<file path="src/rtl/mult_operand_stream.sv">
// ---------------------------------------------------------------------------
// mult_operand_stream
//
// Streaming front-end for a 4x4 combinational array multiplier.
// Operand pairs (m,q) arrive over a valid/ready handshake and are queued in
// a small FIFO. One pair at a time is popped into an operand register that
// drives the external multiplier. The product is sampled one cycle later and
// offered downstream over a second valid/ready handshake. A wrapping counter
// tracks how many products have been handed off.
//
// Handshake rule (both sides): a transfer happens at a rising edge where
// valid and ready are both 1. The producer holds valid and data stable until
// the transfer. Ready/valid outputs of this block are registered-state
// functions only; they never depend combinationally on the partner's signal.
//
// Ports
//   i_clk          clock, all state updates on the rising edge
//   i_rst          synchronous active-high reset
//   i_in_valid     operand pair on i_in_m / i_in_q is valid
//   o_in_ready     block can accept a pair (FIFO not full)
//   i_in_m         multiplicand
//   i_in_q         multiplier
//   o_mult_m       multiplicand driven to the array multiplier
//   o_mult_q       multiplier operand driven to the array multiplier
//   i_mult_p       product returned by the array multiplier (combinational)
//   o_out_valid    o_out_p holds a product
//   i_out_ready    consumer takes o_out_p
//   o_out_p        unsigned 8-bit product
//   o_done_count   number of products handed off, wraps
//   o_fifo_level   number of pairs currently in the FIFO
//   o_state        debug view of the control FSM state
// ---------------------------------------------------------------------------
module mult_operand_stream #(
    parameter int DEPTH = 4,
    parameter int CNT_W = 8
) (
    input  logic                         i_clk,
    input  logic                         i_rst,
    input  logic                         i_in_valid,
    output logic                         o_in_ready,
    input  logic [3:0]                   i_in_m,
    input  logic [3:0]                   i_in_q,
    output logic [3:0]                   o_mult_m,
    output logic [3:0]                   o_mult_q,
    input  logic [7:0]                   i_mult_p,
    output logic                         o_out_valid,
    input  logic                         i_out_ready,
    output logic [7:0]                   o_out_p,
    output logic [CNT_W-1:0]             o_done_count,
    output logic [$clog2(DEPTH+1)-1:0]   o_fifo_level,
    output logic [1:0]                   o_state
);

    localparam int PTR_W = $clog2(DEPTH);
    localparam int LVL_W = $clog2(DEPTH + 1);

    typedef enum logic [1:0] {
        S_IDLE = 2'd0,
        S_EVAL = 2'd1,
        S_OUT  = 2'd2
    } state_t;

    // -----------------------------------------------------------------------
    // Registers
    // -----------------------------------------------------------------------
    state_t              r_state;
    logic [7:0]          r_mem [DEPTH];
    logic [PTR_W-1:0]    r_wr_ptr;
    logic [PTR_W-1:0]    r_rd_ptr;
    logic [LVL_W-1:0]    r_level;
    logic [3:0]          r_op_m;
    logic [3:0]          r_op_q;
    logic [7:0]          r_out_p;
    logic                r_out_valid;
    logic [CNT_W-1:0]    r_done_count;

    // -----------------------------------------------------------------------
    // Wires
    // -----------------------------------------------------------------------
    state_t              w_next_state;
    logic                w_fifo_empty;
    logic                w_fifo_full;
    logic                w_push;
    logic                w_pop;
    logic                w_capture;
    logic                w_handoff;

    // Full/empty come from the registered level only, so a pop in the same
    // cycle never makes room for a push, and a push into an empty FIFO is
    // not poppable until the following cycle.
    assign w_fifo_empty = (r_level == '0);
    assign w_fifo_full  = (r_level == LVL_W'(DEPTH));
    assign w_push       = i_in_valid & ~w_fifo_full;

    // -----------------------------------------------------------------------
    // Control FSM: next state and per-cycle strobes
    // -----------------------------------------------------------------------
    always_comb begin
        w_next_state = r_state;
        w_pop        = 1'b0;
        w_capture    = 1'b0;
        w_handoff    = 1'b0;
        unique case (r_state)
            S_IDLE: begin
                if (!w_fifo_empty) begin
                    w_pop        = 1'b1;
                    w_next_state = S_EVAL;
                end
            end
            S_EVAL: begin
                // Operands have been stable on o_mult_* for this whole cycle.
                w_capture    = 1'b1;
                w_next_state = S_OUT;
            end
            S_OUT: begin
                if (i_out_ready) begin
                    w_handoff = 1'b1;
                    // Chain straight into the next evaluation when work is
                    // waiting, giving one product every two cycles.
                    if (!w_fifo_empty) begin
                        w_pop        = 1'b1;
                        w_next_state = S_EVAL;
                    end else begin
                        w_next_state = S_IDLE;
                    end
                end
            end
            default: begin
                w_next_state = S_IDLE;
            end
        endcase
    end

    always_ff @(posedge i_clk) begin
        if (i_rst) begin
            r_state <= S_IDLE;
        end else begin
            r_state <= w_next_state;
        end
    end

    // -----------------------------------------------------------------------
    // Operand FIFO
    // -----------------------------------------------------------------------
    // Storage is not reset; the pointers and level define which entries are
    // live, so clearing them is enough to flush.
    always_ff @(posedge i_clk) begin
        if (w_push && !i_rst) begin
            r_mem[r_wr_ptr] <= {i_in_m, i_in_q};
        end
    end

    always_ff @(posedge i_clk) begin
        if (i_rst) begin
            r_wr_ptr <= '0;
            r_rd_ptr <= '0;
            r_level  <= '0;
        end else begin
            if (w_push) begin
                r_wr_ptr <= r_wr_ptr + PTR_W'(1);
            end
            if (w_pop) begin
                r_rd_ptr <= r_rd_ptr + PTR_W'(1);
            end
            // Simultaneous push and pop leave the level unchanged.
            if (w_push && !w_pop) begin
                r_level <= r_level + LVL_W'(1);
            end else if (w_pop && !w_push) begin
                r_level <= r_level - LVL_W'(1);
            end
        end
    end

    // -----------------------------------------------------------------------
    // Operand register feeding the array multiplier
    // -----------------------------------------------------------------------
    always_ff @(posedge i_clk) begin
        if (i_rst) begin
            r_op_m <= '0;
            r_op_q <= '0;
        end else if (w_pop) begin
            {r_op_m, r_op_q} <= r_mem[r_rd_ptr];
        end
    end

    // -----------------------------------------------------------------------
    // Product register and output handshake
    // -----------------------------------------------------------------------
    always_ff @(posedge i_clk) begin
        if (i_rst) begin
            r_out_p     <= '0;
            r_out_valid <= 1'b0;
        end else if (w_capture) begin
            r_out_p     <= i_mult_p;
            r_out_valid <= 1'b1;
        end else if (w_handoff) begin
            // out_p keeps the last product; only valid drops.
            r_out_valid <= 1'b0;
        end
    end

    always_ff @(posedge i_clk) begin
        if (i_rst) begin
            r_done_count <= '0;
        end else if (w_handoff) begin
            r_done_count <= r_done_count + CNT_W'(1);
        end
    end

    // -----------------------------------------------------------------------
    // Outputs
    // -----------------------------------------------------------------------
    assign o_in_ready   = ~w_fifo_full;
    assign o_mult_m     = r_op_m;
    assign o_mult_q     = r_op_q;
    assign o_out_valid  = r_out_valid;
    assign o_out_p      = r_out_p;
    assign o_done_count = r_done_count;
    assign o_fifo_level = r_level;
    assign o_state      = r_state;

endmodule

</file>
<file path="config.mk">
export PLATFORM = sky130hd
export DESIGN_NAME = mult_operand_stream
export DESIGN_NICKNAME = d
export VERILOG_FILES = /design/src/rtl/mult_operand_stream.sv
export SDC_FILE = /design/constraint.sdc
export NUM_CORES = 1
export LEC_CHECK = 0
export CORE_ASPECT_RATIO = 1.2
export CORE_MARGIN = 4
export CORE_UTILIZATION = 46
export CTS_CLUSTER_SIZE = 8
export DETAILED_ROUTE_END_ITERATION = 7
export PLACE_DENSITY_LB_ADDON = 0.15
export SETUP_SLACK_MARGIN = 0.4
export SLEW_MARGIN = 20
export SYNTH_ARGS = -nofsm -noshare
export SYNTH_HDL_FRONTEND = slang
export SYNTH_SLANG_ARGS = --single-unit
</file>
<file path="constraint.sdc">
create_clock -name i_clk -period 2 [get_ports i_clk]
set_input_delay 0.4 -clock i_clk [delete_from_list [all_inputs] [get_ports i_clk]]
set_output_delay 0.4 -clock i_clk [all_outputs]
set_load 0.02 [all_outputs]
</file>
==> out/qor.yml, run 1 <==
min_path:
  hp-class: "reg -> reg"
logic_synthesis:
  avgSynthCellArea_um2: 12.3
  synth_edf_count: 32
  ys_warn_count: 0
  syn-instance-count: 218
  syn_area_um2: 2690
  ys.flop_type: "dfxtp_1"
  ys_ff_latch: 66
  ys_async_sr_fraction_pct: 0
  ys_seq_area_share_pct: 61.1
  synth_cell_types: 35
  syn_nets: 245
cells_and_area:
  multi_input_area_um2: 1020
  nets: 316
  num-fill-cells: 464
  fin_util_pct: 64.9
  regArea_um2: 1650
  area_growth_pct: 36.9
  antennaDiodeCount: 0
  layout-drive-gt1-share_pct: 23.8
global_routing:
  grt_pass1_wl_mm: 9.24
  met3_usage_pct: 5.21
  grtUsageMet1_pct: 20.1
  grtUsageMet2_pct: 27.4
  grt_max_degree: 24
  grt_overflow_total: 0
  grt_antenna_before_repair: 0
  grt_usage_pct: 16.9
  gr-max-usage-layer: "met2"
  first_global_vias: 1863
sta:
  fmax_ghz: 0.463
  worstMarginPinSlew_ns: 0.702
  finalCritPeriodShare_pct: 108
  tns_ns: -0.161
  setup_ws_ns: -0.161
  hold_viol_final: 0
  max-slew-margin-rel_pct: 53.1
  slew_violations: 0
  period_minus_slack_ns: 2.16
  rsz0062_at_grt: "yes"
  finalSetupViolCount: 1
  worst_clock_skew_ns: 0.0100
clocking:
  cts_tree: "built"
  clock-sinks: 66
  insertion_delay_ns: 0.34
  hold_buffers: 0
  clockBufferDepth: 2
  cts_buffers: 9
  htreeDepth: 3
  cts_root_buffer: "clkbuf_8"
  clk_pin_slew_ns: 0.07
route:
  via_per_inst: 5.10
  drcViolationCount: 0
  wl_per_cell_um: 15.1
  drt_wl_total_mm: 5.63
  vias: 1908
  drt-initial-drc-count: 81
  antenna_left: 0
  firstDrtPassIters: 4
floorplan:
  core_um2: 5670
  start_util_pct: 47.4
  die_area_um2: 7130
  num_rows: 30
  die_w_um: 77.8
  pin_count: 51
  die_h_um: 91.7
pwr:
  total_power_mw: 4.51
  power_density_nw_per_um2: 1230
  leakagePower_nw: 1.45
  peakVddDrop_uv: 548
worst_setup_path:
  critPathKind: "reg -> reg"
  critPathMaxFanout: 2
  startpoint_type: "register"
  required_ns: 2.22
  end_kind: "register"
  arrival_ns: 2.38
status:
  violations: "setup timing"
  outcome: "finished, violations left"
placement:
  post-place-ws_ns: -0.365
  post-dp-hpwl_mm: 3.79
  port_buffers: 50
  gp_congestion: 0.757
run:
  cap_violations: 0
-- stage by stage --
step / hold slack (ns) / area (um^2) / std cells
CTS: 0.454 / 3660 / 372
detailed placement: 0.447 / 3470 / 355
global route: 0.475 / 3680 / 374
finish: 0.452 / 3680 / 374
global placement: 0.442 / 3470 / 355
floorplan: 0.484 / 2730 / 218
-- what timing repair did --
action | CTS | global route
resized for setup | 46 | 9
buffers inserted | 1 | 2
endpoints found under the setup margin | 73 | 39
pin swaps | 1 | 2
-- cell families (layout without fill, tap and decap cells) --
logic type | Yosys count | count (layout) | share of synthesized area, %
AOI/OAI and AO/OA | 42 | 42 | 8.85
buffers and inverters | 21 | 97 | 3.31
DFF | 66 | 66 | 61.1
muxes | 12 | 12 | 8.29
adders and majority gates | 7 | 7 | 3.54
and+or+nand+nor | 66 | 66 | 13.6
xor gates and xnor gates | 4 | 4 | 1.30
-- state kept, by name, indices dropped and copies added (netlist names) --
name	count
o_out_p	8
r_wr_ptr	2
o_mult_q	4
r_rd_ptr	2
o_done_count	8
o_mult_m	4
r_mem	32
o_state	2
o_out_valid	1
o_fifo_level	3
-- critical path: stages, from the launching register on --
cell     delay (ns)
dfxtp_4        0.34
or3_4          0.40
nand3_4        0.10
ha_4           0.13
inv_2          0.03
fa_2           0.35
xor2_2         0.17
buf_4          0.13
o21ai_0        0.27
a21oi_2        0.11
-- cell usage in the layout, fill, tap and decap left out, drive strengths merged, types with 6 or more instances in the layout --
cell type,count
a21oi,26
buf,25
clkbuf,11
clkdlybuf4s50,18
dfxtp,34
dlygate4sd2,27
edfxtp,32
ha,6
inv,9
mux4,8
nand2,18
nand4,10
nor2,10
o31ai,11
-- routing by layer --
layer | share of wire (%) | vias up
met3 | 4.4 | 10
met4 | 2.1 | 0
li1 | - | 946
met2 | 51 | 55
met5 | 0 | -
met1 | 43 | 897
-- synthesized netlist by cell type (2+ instances only) --
| library cell | count | area (um^2) |
|---|---|---|
| a21oi_1 | 26 | 130 |
| and2_1 | 4 | 25.0 |
| buf_2 | 5 | 25.0 |
| clkbuf_1 | 6 | 22.5 |
| dfxtp_1 | 34 | 681 |
| edfxtp_1 | 32 | 961 |
| ha_1 | 6 | 75.1 |
| inv_1 | 8 | 30.0 |
| mux2_2 | 2 | 22.5 |
| mux2i_1 | 2 | 20.0 |
| mux4_2 | 8 | 180 |
| nand2_1 | 18 | 67.6 |
| nand3_1 | 4 | 20.0 |
| nand4_1 | 10 | 62.6 |
| nor2_1 | 10 | 37.5 |
| nor2b_1 | 3 | 18.8 |
| o21ai_0 | 5 | 25.0 |
| o31ai_1 | 11 | 82.6 |
| or3_1 | 4 | 25.0 |
| or4_1 | 3 | 22.5 |
| xor2_1 | 3 | 26.3 |
-- final cells by class --
| cell class | instances | share of cell area (%) |
|---|---|---|
| Inverter | 8 | 0.816 |
| Timing Repair Buffer | 73 | 18.6 |
| Multi-Input combinational cell | 131 | 27.7 |
| Clock inverter | 7 | 1.87 |
| Tap cell | 80 | 2.72 |
| Sequential cell | 66 | 45.0 |
| Clock buffer | 9 | 3.37 |
-- where the power goes --
part / total, mW / internal, mW / switching, mW
Sequential: 1.80 / 1.62 / 0.175
Clock: 1.09 / 0.573 / 0.518
Combinational: 1.62 / 0.795 / 0.822
Total: 4.51 / 2.99 / 1.52
-- final timing paths --
kind	startpoint	to	slack, ns	cells past startpoint
worst max-delay path	o_fifo_level[1]	o_fifo_level[2]	-0.16	9
worst min-delay path	o_out_p[4]	o_out_p[4]	0.45	2
worst max register to register	o_fifo_level[1]	o_fifo_level[2]	-0.16	9
worst min register to register	o_out_p[4]	o_out_p[4]	0.45	2
Power figures use the tool's default switching activity.
==> run 2, diff against run 1 <==
--- a/config.mk
+++ b/config.mk
@@ -7,7 +7,7 @@
 export LEC_CHECK = 0
 export CORE_ASPECT_RATIO = 1.2
 export CORE_MARGIN = 4
-export CORE_UTILIZATION = 46
+export CORE_UTILIZATION = 27
 export CTS_CLUSTER_SIZE = 8
 export DETAILED_ROUTE_END_ITERATION = 7
 export PLACE_DENSITY_LB_ADDON = 0.15
==> constraint.sdc (replaced) <==
create_clock -name i_clk -period 2 [get_ports i_clk]
set_input_delay 0.4 -clock i_clk [delete_from_list [all_inputs] [get_ports i_clk]]
set_output_delay 0.4 -clock i_clk [all_outputs]
set_load 0.05 [all_outputs]
==> run 2 against run 1 <==
Net effect: the flow now finishes without violations; final cell count increased by 12%; global-route usage fell by 5.6 points; sequential power about the same; clock skew about the same; utilization decreased by 24 points; maximum frequency increased by 11%; count of clock-buffer cells in the layout did not move; power is 24% higher; first-iteration DRC count is 1.2% lower; routed wire length grew 10%; sequential share of layout area down 2.6 points; critical path type unchanged.
==> out/qor.yml, run 2 (synthesis results as in run 1) <==
floorplan:
  die_w_um: 99.1  # +27%
  start_util_pct: 27.9  # -19 points
  core_um2: 9610  # +70%
  pin_count: 51  # unchanged
  num_rows: 39  # +30%
  die_h_um: 117  # +28%
  die_area_um2: 11600  # +63%
placement:
  port_buffers: 50  # unchanged
  place_area_um2: 3540  # +2.1%
  gp_congestion: 0.703  # -7.2%
  post-dp-hpwl_mm: 4.30  # +14%
cells_and_area:
  multi_input_area_um2: 1010  # -0.98%
  final_common_cell: "edfxtp_1"
  fin_util_pct: 40.7  # -24 points
  design_area_um2: 3920  # +6.4%
  nets: 319  # +0.95%
  regMostFlops: "r_mem"
  area_growth_pct: 45.7
  num-fill-cells: 930  # +100%
  antennaDiodeCount: 0  # unchanged
  largest_reg_flops: 32  # unchanged
  layout-drive-gt1-share_pct: 31.0  # +7.2 points
  final_cell_mix: "edfxtp_1, dfxtp_1, a21oi_1, buf_4"
  regArea_um2: 1660  # +0.30%
global_routing:
  grt_pass1_wl_mm: 10.3  # +11%
  grt_max_degree: 25  # +4.2%
  grt_usage_pct: 11.3  # -5.6 points
  grt_overflow_total: 0  # unchanged
  first_global_vias: 1968  # +5.6%
  grt_antenna_before_repair: 0  # unchanged
worst_setup_path:
  critPathKind: "reg -> reg"
  cp_cell_sequence: "or3_4, nand3_4, ha_4, inv_2, fa_2, xor2_1, or3_1, a21oi_1"
  slowest_stage: "or3_4"
  ff2ff_path_depth: 8  # -1
  cp_slowest_stage_delay_ns: 0.39  # about the same
  critPathMaxFanout: 2  # unchanged
  arrival_ns: 2.20  # -0.18 ns
  startpoint_type: "register"
  required_ns: 2.25  # +0.03 ns
  r2r_start: "o_fifo_level[2]"
  r2r_setup_slack_ns: 0.05  # +0.21 ns
  end_kind: "register"
  r2r_end: "o_fifo_level[2]"
pwr:
  switching_power_mw: 1.92  # +26%
  pwr-share-clk_pct: 32.7  # +8.5 points
  p_seq_share_pct: 32.4  # -7.5 points
  swShare_pct: 34.4  # +0.75 points
  leakagePower_nw: 1.45  # +0.37%
  power_density_nw_per_um2: 1420  # +16%
  total_power_mw: 5.57  # +24%
  p_int_mw: 3.66  # +22%
  peakVddDrop_uv: 530  # -3.3%
  power_frac_comb_pct: 34.9  # -1.0 points
sta:
  rsz0062_at_grt: "yes"
  fmax_ghz: 0.513  # +11%
  finalCritPeriodShare_pct: 97.5  # -11 points
  hold_viol_final: 0  # unchanged
  slew_violations: 0  # unchanged
  period_minus_slack_ns: 1.95  # -0.212 ns
  worstMarginPinSlew_ns: 0.495  # -0.207 ns
  max-slew-margin-rel_pct: 67.1  # +14 points
  holdWs_ns: 0.452  # -0.000118 ns
  finalSetupViolCount: 0  # -1
  worst_clock_skew_ns: 0.00977  # -0.000243 ns
route:
  vias: 1940  # +1.7%
  via_per_inst: 4.62  # -9.5%
  drcViolationCount: 0  # unchanged
  firstDrtPassIters: 4  # unchanged
  drt_wl_total_mm: 6.21  # +10%
  antenna_left: 0  # unchanged
  wl_per_cell_um: 14.8  # -1.8%
  drt-initial-drc-count: 80  # -1.2%
run:
  cap_violations: 0  # unchanged
clocking:
  clock-sinks: 66  # unchanged
  cts_tree: "built"
  clk_pin_slew_ns: 0.05  # -0.02 ns
  hold_buffers: 0  # unchanged
  clockBufferDepth: 2  # unchanged
  htreeDepth: 3  # unchanged
  insertion_delay_ns: 0.33  # about the same
  cts_buffers: 9  # unchanged
  cts_root_buffer: "clkbuf_16"
min_path:
  hp-class: "reg -> reg"
  hold_end: "o_out_p[1]"
  holdPathStages: 2  # unchanged
  worstHoldStart: "o_out_p[1]"
status:
  outcome: "finished, final reports clean"
==> run 2: area by class of cell <==
cell class | count | share of cell area [%]
multi-input combinational | 131 | 25.8
clock inverter | 7 | 3.20
sequential | 66 | 42.4
clock buffer | 9 | 5.75
inverter | 8 | 0.767
timing repair buffer | 76 | 18.2
tap | 123 | 3.93
==> run 2: power groups by stage <==
stage	combinational [mW]	clock (mW)	sequential, mW
global placement	1.95	0	1.83
detailed placement	1.97	0	1.84
floorplan	0.887	0	2.25
CTS	1.98	1.87	1.82
finish	1.94	1.82	1.81
global route	2.11	1.93	1.84
==> run 2: worst max path at each step <==
stage	start	endpoint	slack, ns	depth (start not counted)
3_5_place_dp	i_out_ready	o_fifo_level[2]	-0.39	9
4_1_cts	o_fifo_level[2]	o_fifo_level[2]	0.04	8
3_3_place_gp	i_out_ready	o_fifo_level[2]	-0.37	9
5_1_grt	o_fifo_level[1]	o_fifo_level[2]	-0.03	8
2_1_floorplan	o_fifo_level[0]	o_fifo_level[2]	-0.12	9
6_report	o_fifo_level[2]	o_fifo_level[2]	0.05	8
==> run 2: through the flow <==
stage / setup TNS (ns) / setup slack, ns / instances
floorplan: -0.119 / -0.119 / 218
global placement: -2.64 / -0.369 / 402
detailed placement: -3.62 / -0.391 / 402
CTS: 0 / 0.0426 / 420
global route: -0.0264 / -0.0264 / 420
finish: 0 / 0.0509 / 420
==> run 2: critical path, delay by kind of cell, from the launching register on <==
kind                       cells  cell delay [ns]
and+or+nand+nor                3             0.77
AOI/OAI and AO/OA              1             0.12
xor gates and xnor gates       1             0.15
buffers and inverters          1             0.03
adders and majority gates      2             0.45
DFF                            1             0.34
==> run 2: layer usage <==
metal,routed length (um),vias up,global-route usage (%)
li1,-,954,-
met1,2850,930,14.2
met4,53,0,3.28
met5,0,-,0
met2,2980,51,18.7
met3,324,5,3.73
==> run 2: repair_timing <==
item                                    in CTS  in global routing
buffers inserted                             2                  0
pin swaps                                    4                  0
resized for setup                           60                 17
endpoints found under the setup margin      71                 49
